### src/rtl/protection_supervisor.sv
// protection_supervisor: start-up / fault-recovery sequencer for a power converter.
// Runs a fault-free precheck, ramps the duty ceiling, supervises RUN, retries
// after faults with a back-off and latches a lockout when retries run out.
//
//   state        | meaning
//   -------------+-----------------------------------------------------------
//   IDLE       0 | everything off, waiting for start
//   PRECHECK   1 | protection on, converter off, counting fault-free cycles
//   SOFTSTART  2 | converter on, duty ceiling ramping toward DUTY_MAX
//   RUN        3 | full duty ceiling; long fault-free run forgives retries
//   FAULT      4 | one-cycle fault stop, decides retry vs lockout
//   RETRY_WAIT 5 | back-off before the next precheck
//   LOCKOUT    6 | latched off until operator clear_lockout
module protection_supervisor #(
  parameter int unsigned PRECHECK_CYCLES  = 16,
  parameter int unsigned PRECHECK_TIMEOUT = 255,
  parameter logic [15:0] RAMP_STEP        = 16'h0040,
  parameter int unsigned RAMP_DIV         = 4,
  parameter logic [15:0] DUTY_MAX         = 16'hF000,
  parameter int unsigned RETRY_DELAY      = 1000,
  parameter int unsigned MAX_RETRIES      = 3
) (
  input  logic        clk,
  input  logic        rst,
  input  logic        start,
  input  logic        stop,
  input  logic [4:0]  fault_in,
  input  logic        shutdown_in,
  input  logic        clear_lockout,
  output logic        prot_enable,
  output logic        conv_enable,
  output logic [15:0] duty_limit,
  output logic [2:0]  retry_count,
  output logic        lockout,
  output logic [2:0]  state
);

  typedef enum logic [2:0] {
    S_IDLE       = 3'd0,
    S_PRECHECK   = 3'd1,
    S_SOFTSTART  = 3'd2,
    S_RUN        = 3'd3,
    S_FAULT      = 3'd4,
    S_RETRY_WAIT = 3'd5,
    S_LOCKOUT    = 3'd6
  } state_t;

  // One down-counter serves the precheck timeout, the retry back-off and the
  // RUN stability window, since those phases never overlap.
  localparam int unsigned TMAX = (RETRY_DELAY > PRECHECK_TIMEOUT) ? RETRY_DELAY : PRECHECK_TIMEOUT;
  localparam int TW = $clog2(TMAX + 1);
  localparam logic [TW-1:0] PRE_LOAD = TW'(PRECHECK_TIMEOUT - 1);
  localparam logic [TW-1:0] DLY_LOAD = TW'(RETRY_DELAY - 1);
  localparam int GW = $clog2(PRECHECK_CYCLES + 1);
  localparam logic [GW-1:0] GOOD_LAST = GW'(PRECHECK_CYCLES - 1);
  localparam int KW = (RAMP_DIV > 1) ? $clog2(RAMP_DIV) : 1;
  localparam logic [KW-1:0] TICK_LOAD = KW'(RAMP_DIV - 1);
  localparam logic [2:0] RETRY_LIMIT = 3'(MAX_RETRIES);

  state_t        st;
  logic [GW-1:0] good_cnt;
  logic [TW-1:0] timer;
  logic [KW-1:0] tick;
  logic          any_fault;
  logic [16:0]   ramp_sum;
  logic [15:0]   ramp_next;

  // Backflow (bit 4) only pauses the ramp; it never trips the supervisor.
  assign any_fault = (|fault_in[3:0]) | shutdown_in;
  assign ramp_sum  = {1'b0, duty_limit} + {1'b0, RAMP_STEP};
  assign ramp_next = (ramp_sum >= {1'b0, DUTY_MAX}) ? DUTY_MAX : ramp_sum[15:0];
  assign state     = st;

  // Sequencer: state, counters and all registered outputs.
  always_ff @(posedge clk) begin
    if (rst) begin
      st          <= S_IDLE;
      prot_enable <= 1'b0;
      conv_enable <= 1'b0;
      duty_limit  <= 16'h0000;
      retry_count <= 3'd0;
      lockout     <= 1'b0;
      good_cnt    <= '0;
      timer       <= '0;
      tick        <= '0;
    end else if (st == S_LOCKOUT) begin
      // Only the operator acknowledge gets out; start wins nothing here.
      if (clear_lockout) begin
        st          <= S_IDLE;
        lockout     <= 1'b0;
        retry_count <= 3'd0;
      end
    end else if (stop) begin
      st          <= S_IDLE;
      prot_enable <= 1'b0;
      conv_enable <= 1'b0;
      duty_limit  <= 16'h0000;
      retry_count <= 3'd0;
      good_cnt    <= '0;
      timer       <= '0;
      tick        <= '0;
    end else begin
      case (st)
        S_IDLE: begin
          if (start) begin
            st          <= S_PRECHECK;
            prot_enable <= 1'b1;
            good_cnt    <= '0;
            timer       <= PRE_LOAD;
          end
        end
        S_PRECHECK: begin
          // Reaching the good count wins a tie with the timeout.
          if (!any_fault && good_cnt == GOOD_LAST) begin
            st          <= S_SOFTSTART;
            conv_enable <= 1'b1;
            duty_limit  <= 16'h0000;
            tick        <= TICK_LOAD;
          end else if (timer == '0) begin
            st <= S_FAULT;
          end else begin
            timer    <= timer - 1'b1;
            good_cnt <= any_fault ? '0 : good_cnt + 1'b1;
          end
        end
        S_SOFTSTART: begin
          if (any_fault) begin
            st          <= S_FAULT;
            conv_enable <= 1'b0;
            duty_limit  <= 16'h0000;
          end else if (!fault_in[4]) begin
            if (tick == '0) begin
              tick       <= TICK_LOAD;
              duty_limit <= ramp_next;
              if (ramp_next == DUTY_MAX) begin
                st    <= S_RUN;
                timer <= DLY_LOAD;
              end
            end else begin
              tick <= tick - 1'b1;
            end
          end
        end
        S_RUN: begin
          if (any_fault) begin
            st          <= S_FAULT;
            conv_enable <= 1'b0;
            duty_limit  <= 16'h0000;
          end else if (timer == '0) begin
            retry_count <= 3'd0;
          end else begin
            timer <= timer - 1'b1;
          end
        end
        S_FAULT: begin
          if (retry_count == RETRY_LIMIT) begin
            st          <= S_LOCKOUT;
            lockout     <= 1'b1;
            prot_enable <= 1'b0;
          end else begin
            st          <= S_RETRY_WAIT;
            retry_count <= retry_count + 3'd1;
            timer       <= DLY_LOAD;
          end
        end
        S_RETRY_WAIT: begin
          if (timer == '0) begin
            st       <= S_PRECHECK;
            good_cnt <= '0;
            timer    <= PRE_LOAD;
          end else begin
            timer <= timer - 1'b1;
          end
        end
        default: begin
          st          <= S_IDLE;
          prot_enable <= 1'b0;
          conv_enable <= 1'b0;
          duty_limit  <= 16'h0000;
        end
      endcase
    end
  end

endmodule

### config.mk
export PLATFORM = sky130hd
export DESIGN_NAME = protection_supervisor
export DESIGN_NICKNAME = d
export VERILOG_FILES = /design/src/rtl/protection_supervisor.sv
export SDC_FILE = /design/constraint.sdc
export NUM_CORES = 1
export LEC_CHECK = 0
export ABC_AREA = 1
export BUFFER_PORTS_ARGS = -buffer_cell sky130_fd_sc_hd__buf_2
export CORE_UTILIZATION = 58
export DETAILED_ROUTE_END_ITERATION = 6
export PLACE_DENSITY_LB_ADDON = 0.2
export SETUP_SLACK_MARGIN = 0.3
export SLEW_MARGIN = 25
export SYNTH_ARGS = -nofsm -noshare
export SYNTH_HDL_FRONTEND = slang
export SYNTH_SLANG_ARGS = --single-unit
### constraint.sdc
create_clock -name clk -period 2.45 [get_ports clk]
set_input_delay 0.735 -clock clk [delete_from_list [all_inputs] [get_ports clk]]
set_output_delay 0.735 -clock clk [all_outputs]
set_load 0.02 [all_outputs]
; ---- Yosys cells after proc, flatten, opt, wreduce, memory -nomap -nowiden
; Index checks and enable logic that the tools add are counted.
; Widths: inputs -> output; s select.
[totals]
ff_bits = 42
input_bits = 11
output_inout_bits = 25
[op_classes]
add_sub_neg = 5
magnitude_cmp = 1
eq_ne = 39
muxes = 66
n_bitwise = 2
n_reduce_logical = 24
[op_table]
columns = cell, count
row1 = $mux 16, 7
row2 = $mux 10, 11
row3 = $pmux 16 s4, 1
row4 = $pmux 10 s6, 1
row5 = $mux 3, 17
row6 = $ne 3x3->1 const B, 13
row7 = $ne 4x4->1 const B, 8
row8 = $mux 5, 6
row9 = $ne 5x5->1 const B, 4
row10 = $pmux 3 s6, 1
row11 = $add 16x7->17 const B, 1
row12 = $ge 17x16->1 const B, 1
row13 = $eq 16x16->1 const B, 1
row14 = $pmux 5 s3, 1
row15 = $mux 2, 6
row16 = $reduce_and 4->1, 3
row17 = $reduce_and 6->1, 2
row18 = $mux 1, 11
row19 = $logic_not 10->1, 1
row20 = $reduce_and 10->1, 1
row21 = $reduce_and 5->1, 2
row22 = $sub 10x1->10 const B, 1
row23 = $eq 3x2->1 const B, 3
row24 = $eq 3x3->1 const B, 3
row25 = other kinds (25), 31

; ---- Logic depth before layout (Yosys ltp)
[logic_depth]
word_depth = 11
mapped_depth = 14

; ---- Least setup slack after synthesis
; OpenSTA, ideal clock, no wires.
[synth_timing]
path_type = input to register
start = input fault_in[3]
end = register timer[7]
setup_time_ns = 0.115
arrival_time_ns = 1.778
t_required_ns = 2.335
path_slack_ns = 0.557
stages = 11
path_cell_list = nor2_1 nand3_1 nand2_1 nand3_1 nand2_1 nand2_1 nor2_2 buf_6 nand3_1 nand2_1 nor2_1
[synth_via]
elab_chain_len = 6
elab_cells_between_ends = 8
classes_between = 3 x eq/ne / 1 x bitwise / 4 x reduce/logical
[synth_rtl]
columns = item, line_no
row1 = "start, declared", 27  ; input logic [4:0] fault_in,
row2 = $reduce_or 4->1 *, 69  ; assign any_fault = (|fault_in[3:0]) | shutdown_in;
row3 = $or 1x1->1 *, 69
row4 = $logic_not 1->1, 114  ; if (!any_fault && good_cnt == GOOD_LAST) begin
row5 = $logic_and 1x1->1, 114
row6 = $ne 3x3->1 (no line), --
row7 = $reduce_and 10->1 (no line) *, --
row8 = "end signal, assigned", 122  ; timer <= timer - 1'b1;
row9 = "end signal, assigned", 152  ; timer <= timer - 1'b1;
row10 = "end signal, assigned", 172  ; timer <= timer - 1'b1;
row11 = "end, declared", 62  ; logic [TW-1:0] timer;
; Mark *: on every way between the ends. The rest lies on a longest branch, timed or not.
; A chain may end at the register's enable or synchronous reset.

; ---- Worst setup path after layout
[layout_timing]
start = register good_cnt[0]
end = register timer[5]
[layout_via]
elab_chain_len = 4
[layout_rtl]
columns = item, line_no
row1 = "start, declared", 61  ; logic [GW-1:0] good_cnt;
row2 = "start signal, assigned", 123  ; good_cnt <= any_fault ? '0 : good_cnt + 1'b1;
row3 = $eq 5x4->1, 114
row4 = $logic_and 1x1->1, 114
row5 = $ne 3x3->1 (no line), --
row6 = $reduce_and 10->1 (no line), --
; No other way between the ends.

==> key figures <==
Status
  • Status: finished clean

Global routing
  • GRT overflow: 0
  • Vias in the first global route: 2564
  • Largest net degree at the start of global routing: 19
  • First-pass GRT wire length: 11.4 mm
  • Gr usage total: 28.7%
  • Initial antenna violation count: 0

Min path
  • Hold path startpoint: duty_limit[2]
  • Worst Hold Depth: 2
  • Hold endpoint: duty_limit[2]
  • Worst Hold Class: reg -> reg

Cells and area
  • Area Growth Syn to Fin: 15.1%
  • Number of fillers in the final layout: 394
  • Non-filler instance count after layout: 534
  • Final #Nets: 500
  • Multi-input gate area: 0.00164 mm²
  • Sequential cell area: 843 µm²
  • Fraction of layout cells with a size suffix above 1: 17.6%
  • Diode count: 0

Timing
  • Fmax: 0.497 GHz
  • Setup TNS: 0 ns
  • Final setup viols: 0
  • Skew final: 0.00853 ns
  • RSZ-0062 raised after global routing: false
  • Max Slew Vio Count: 0
  • Fin. Hold Viols: 0
  • Worst slew pin tran: 0.419 ns
  • Final worst path period need: 2.01 ns
  • Slew HR: 72.0%
  • Final Cycle Share: 82.2%

Pwr
  • Power Dens Cells: 1070 mW/mm²
  • Pleak: 1.49 nW
  • Max VDD drop: 501 µV

Floorplan
  • Chip height: 70.1 µm
  • Starting density of the core: 60.9%
  • Io pins: 36
  • Die Wd: 70.1 µm
  • Core area: 0.00441 mm²
  • Die area: 0.00491 mm²
  • Cell row count: 24

Synthesis
  • Ys Warns: 0
  • Yosys top cell area share: 31.3%
  • Seq/Total Area, Yosys: 31.3%
  • Number of distinct library cells after synthesis: 32
  • #FFs+latches synth: 42
  • Number of flops mapped to enable cells by yosys: 0
  • Syn Area/Cell: 6.11 µm²
  • Cell Area, Synth: 0.00269 mm²
  • Yosys top cell by area: dfxtp_1
  • Syn Inst Count: 440
  • Syn nets: 459
  • Top-count cell post-synth: nand2_1
  • Top FF cell, synth: dfxtp_1
  • Async SR Flop Fraction: 0%
  • Top post-synthesis cells by count: 118 x nand2_1, 75 x nor2_1, 42 x dfxtp_1, 39 x inv_1, 39 x nand3_1
  • Synth top area cells: dfxtp_1 31%, nand2_1 16%, nor2_1 10%, nand3_1 7.3%, inv_1 5.4%

Worst setup path
  • CP required: 2.65 ns
  • Setup crit end kind: register
  • Register-to-Register Path Depth: 12
  • Startpoint Class: register
  • Worst setup path class: reg -> reg
  • Slack of the worst reg-to-reg path: 0.44 ns
  • Worst Path Max Fanout: 12
  • Critical path arrival: 2.21 ns
  • Reg2reg end: timer[5]
  • Crit Reg-Reg Startpoint: good_cnt[0]

Detailed routing
  • First DRT Iteration DRCs: 263
  • Drt via density: 5.43
  • Vias: 2902
  • Final WL: 6.78 mm
  • Drt wl/cell: 12.7 µm
  • TritonRoute pass-1 iters: 7
  • Detail Route Antenna Nets: 0
  • DRC Markers: 0

Job
  • Max Cap Viol: 0

Place
  • Placed cells: 524
  • GP Congestion: 0.957
  • Dpl hpwl: 5.12 mm
  • # port buffers: 35

CTS
  • Clk slew on worst S/H paths: 0.08 ns
  • Clock latency on the worst-skew pair: 0.30 ns
  • CTS root buf: clkbuf_8
  • Bufs on Longest Clock Path: 2
  • Inserted Clock Buffers: 5
  • CTS sink count: 42
  • H-tree levels: 2
  • TritonCTS clock tree: built
metal layers:
layer / track usage [%] / wire length (µm)
met2: 45.9 / 3100
met5: 0 / 0
met1: 38.7 / 3190
met4: 10.2 / 112
met3: 5.05 / 381
layout make-up:
class / count / area share (%)
Clock inverter: 3 / 1.30
Timing Repair Buffer: 46 / 8.34
Sequential cell: 42 / 27.3
Clock buffer: 5 / 2.23
Multi-Input combinational cell: 339 / 53.1
Tap cell: 52 / 2.10
Inverter: 47 / 5.71
worst max path at each step:
| stage | startpoint | cells past startpoint | endpoint | slack [ns] |
|---|---|---|---|---|
| after floorplan | fault_in[3] | 11 | timer[7] | 0.56 |
| after global placement | stop | 10 | retry_count[1] | 0.32 |
| after detailed placement | stop | 10 | retry_count[1] | 0.28 |
| after CTS | good_cnt[0] | 10 | duty_limit[14] | 0.34 |
| after global routing | good_cnt[0] | 12 | timer[8] | 0.27 |
| final | good_cnt[0] | 12 | timer[5] | 0.44 |
timing repair:
item / CTS / global route
hold buffers: 0 / 0
setup buffers: 0 / 2
endpoints found under the setup margin: 0 / 29
resized for setup: 0 / 12
critical path, stage by stage (launching register included):
cell and delay, ns:
dfxtp_2 0.37, ha_1 0.16, nand2_1 0.08, nor2_1 0.11, ha_2 0.20, nand4_1 0.22, nor2_2 0.20, nor2_1 0.08
nand2_1 0.08, nor2_2 0.05, buf_4 0.18, a21oi_1 0.14, nor2_1 0.06
metrics by stage:
step / area [µm²] / util [%] / worst slack, ns / hold WS, ns / total power, mW
after floorplan: 2690 / - / 0.557 / 0.434 / 2.33
after global placement: 2930 / 66.4 / 0.323 / 0.428 / 2.68
after detailed placement: 2930 / 66.4 / 0.281 / 0.435 / 2.72
after CTS: 3040 / 68.9 / 0.345 / 0.447 / 3.28
after global routing: 3090 / 70.0 / 0.274 / 0.457 / 3.64
final: 3090 / 70.0 / 0.437 / 0.447 / 3.32
power breakdown:
part	internal, mW	switching, mW
sequential	0.829	0.170
combinational	0.626	1.14
clock	0.300	0.258
total	1.75	1.57
state kept, by name, summed over array words and instances, names as in the netlist:
register / count
duty_limit: 16
state: 3
timer: 10
lockout: 1
prot_enable: 1
tick: 2
conv_enable: 1
good_cnt: 5
retry_count: 3
cell usage in the layout, fill, tap and decap left out, drive strengths merged:
cell type	synthesis	final
clkbuf	5	5
o22ai	1	1
nand3	39	39
xnor2	1	1
o21ai	23	23
a21oi	24	24
a21boi	1	1
o21bai	3	3
inv	45	45
buf	7	46
a41oi	1	1
ha	8	8
nor4	2	2
or2	2	2
clkinv	2	4
nand3b	4	4
a211oi	1	1
a31oi	3	3
nand4	7	7
nor3	6	6
nor3b	1	1
o211ai	1	1
nor2	83	83
dfxtp	42	42
bufinv	0	1
xor2	6	6
nand2	122	122
cell families (layout without fill, tap and decap cells):
group                    count (synthesis)  count (layout)  synth area share (%)
buffers and inverters                   59             101                  8.90
XOR/XNOR                                 7               7                  2.28
AND/OR/NAND/NOR                        266             266                  42.1
AO/OA/AOI/OAI                           58              58                  11.7
flip-flops                              42              42                  31.3
adder cells (fa/ha/maj)                  8               8                  3.73
(Power assumes the default switching activity.)
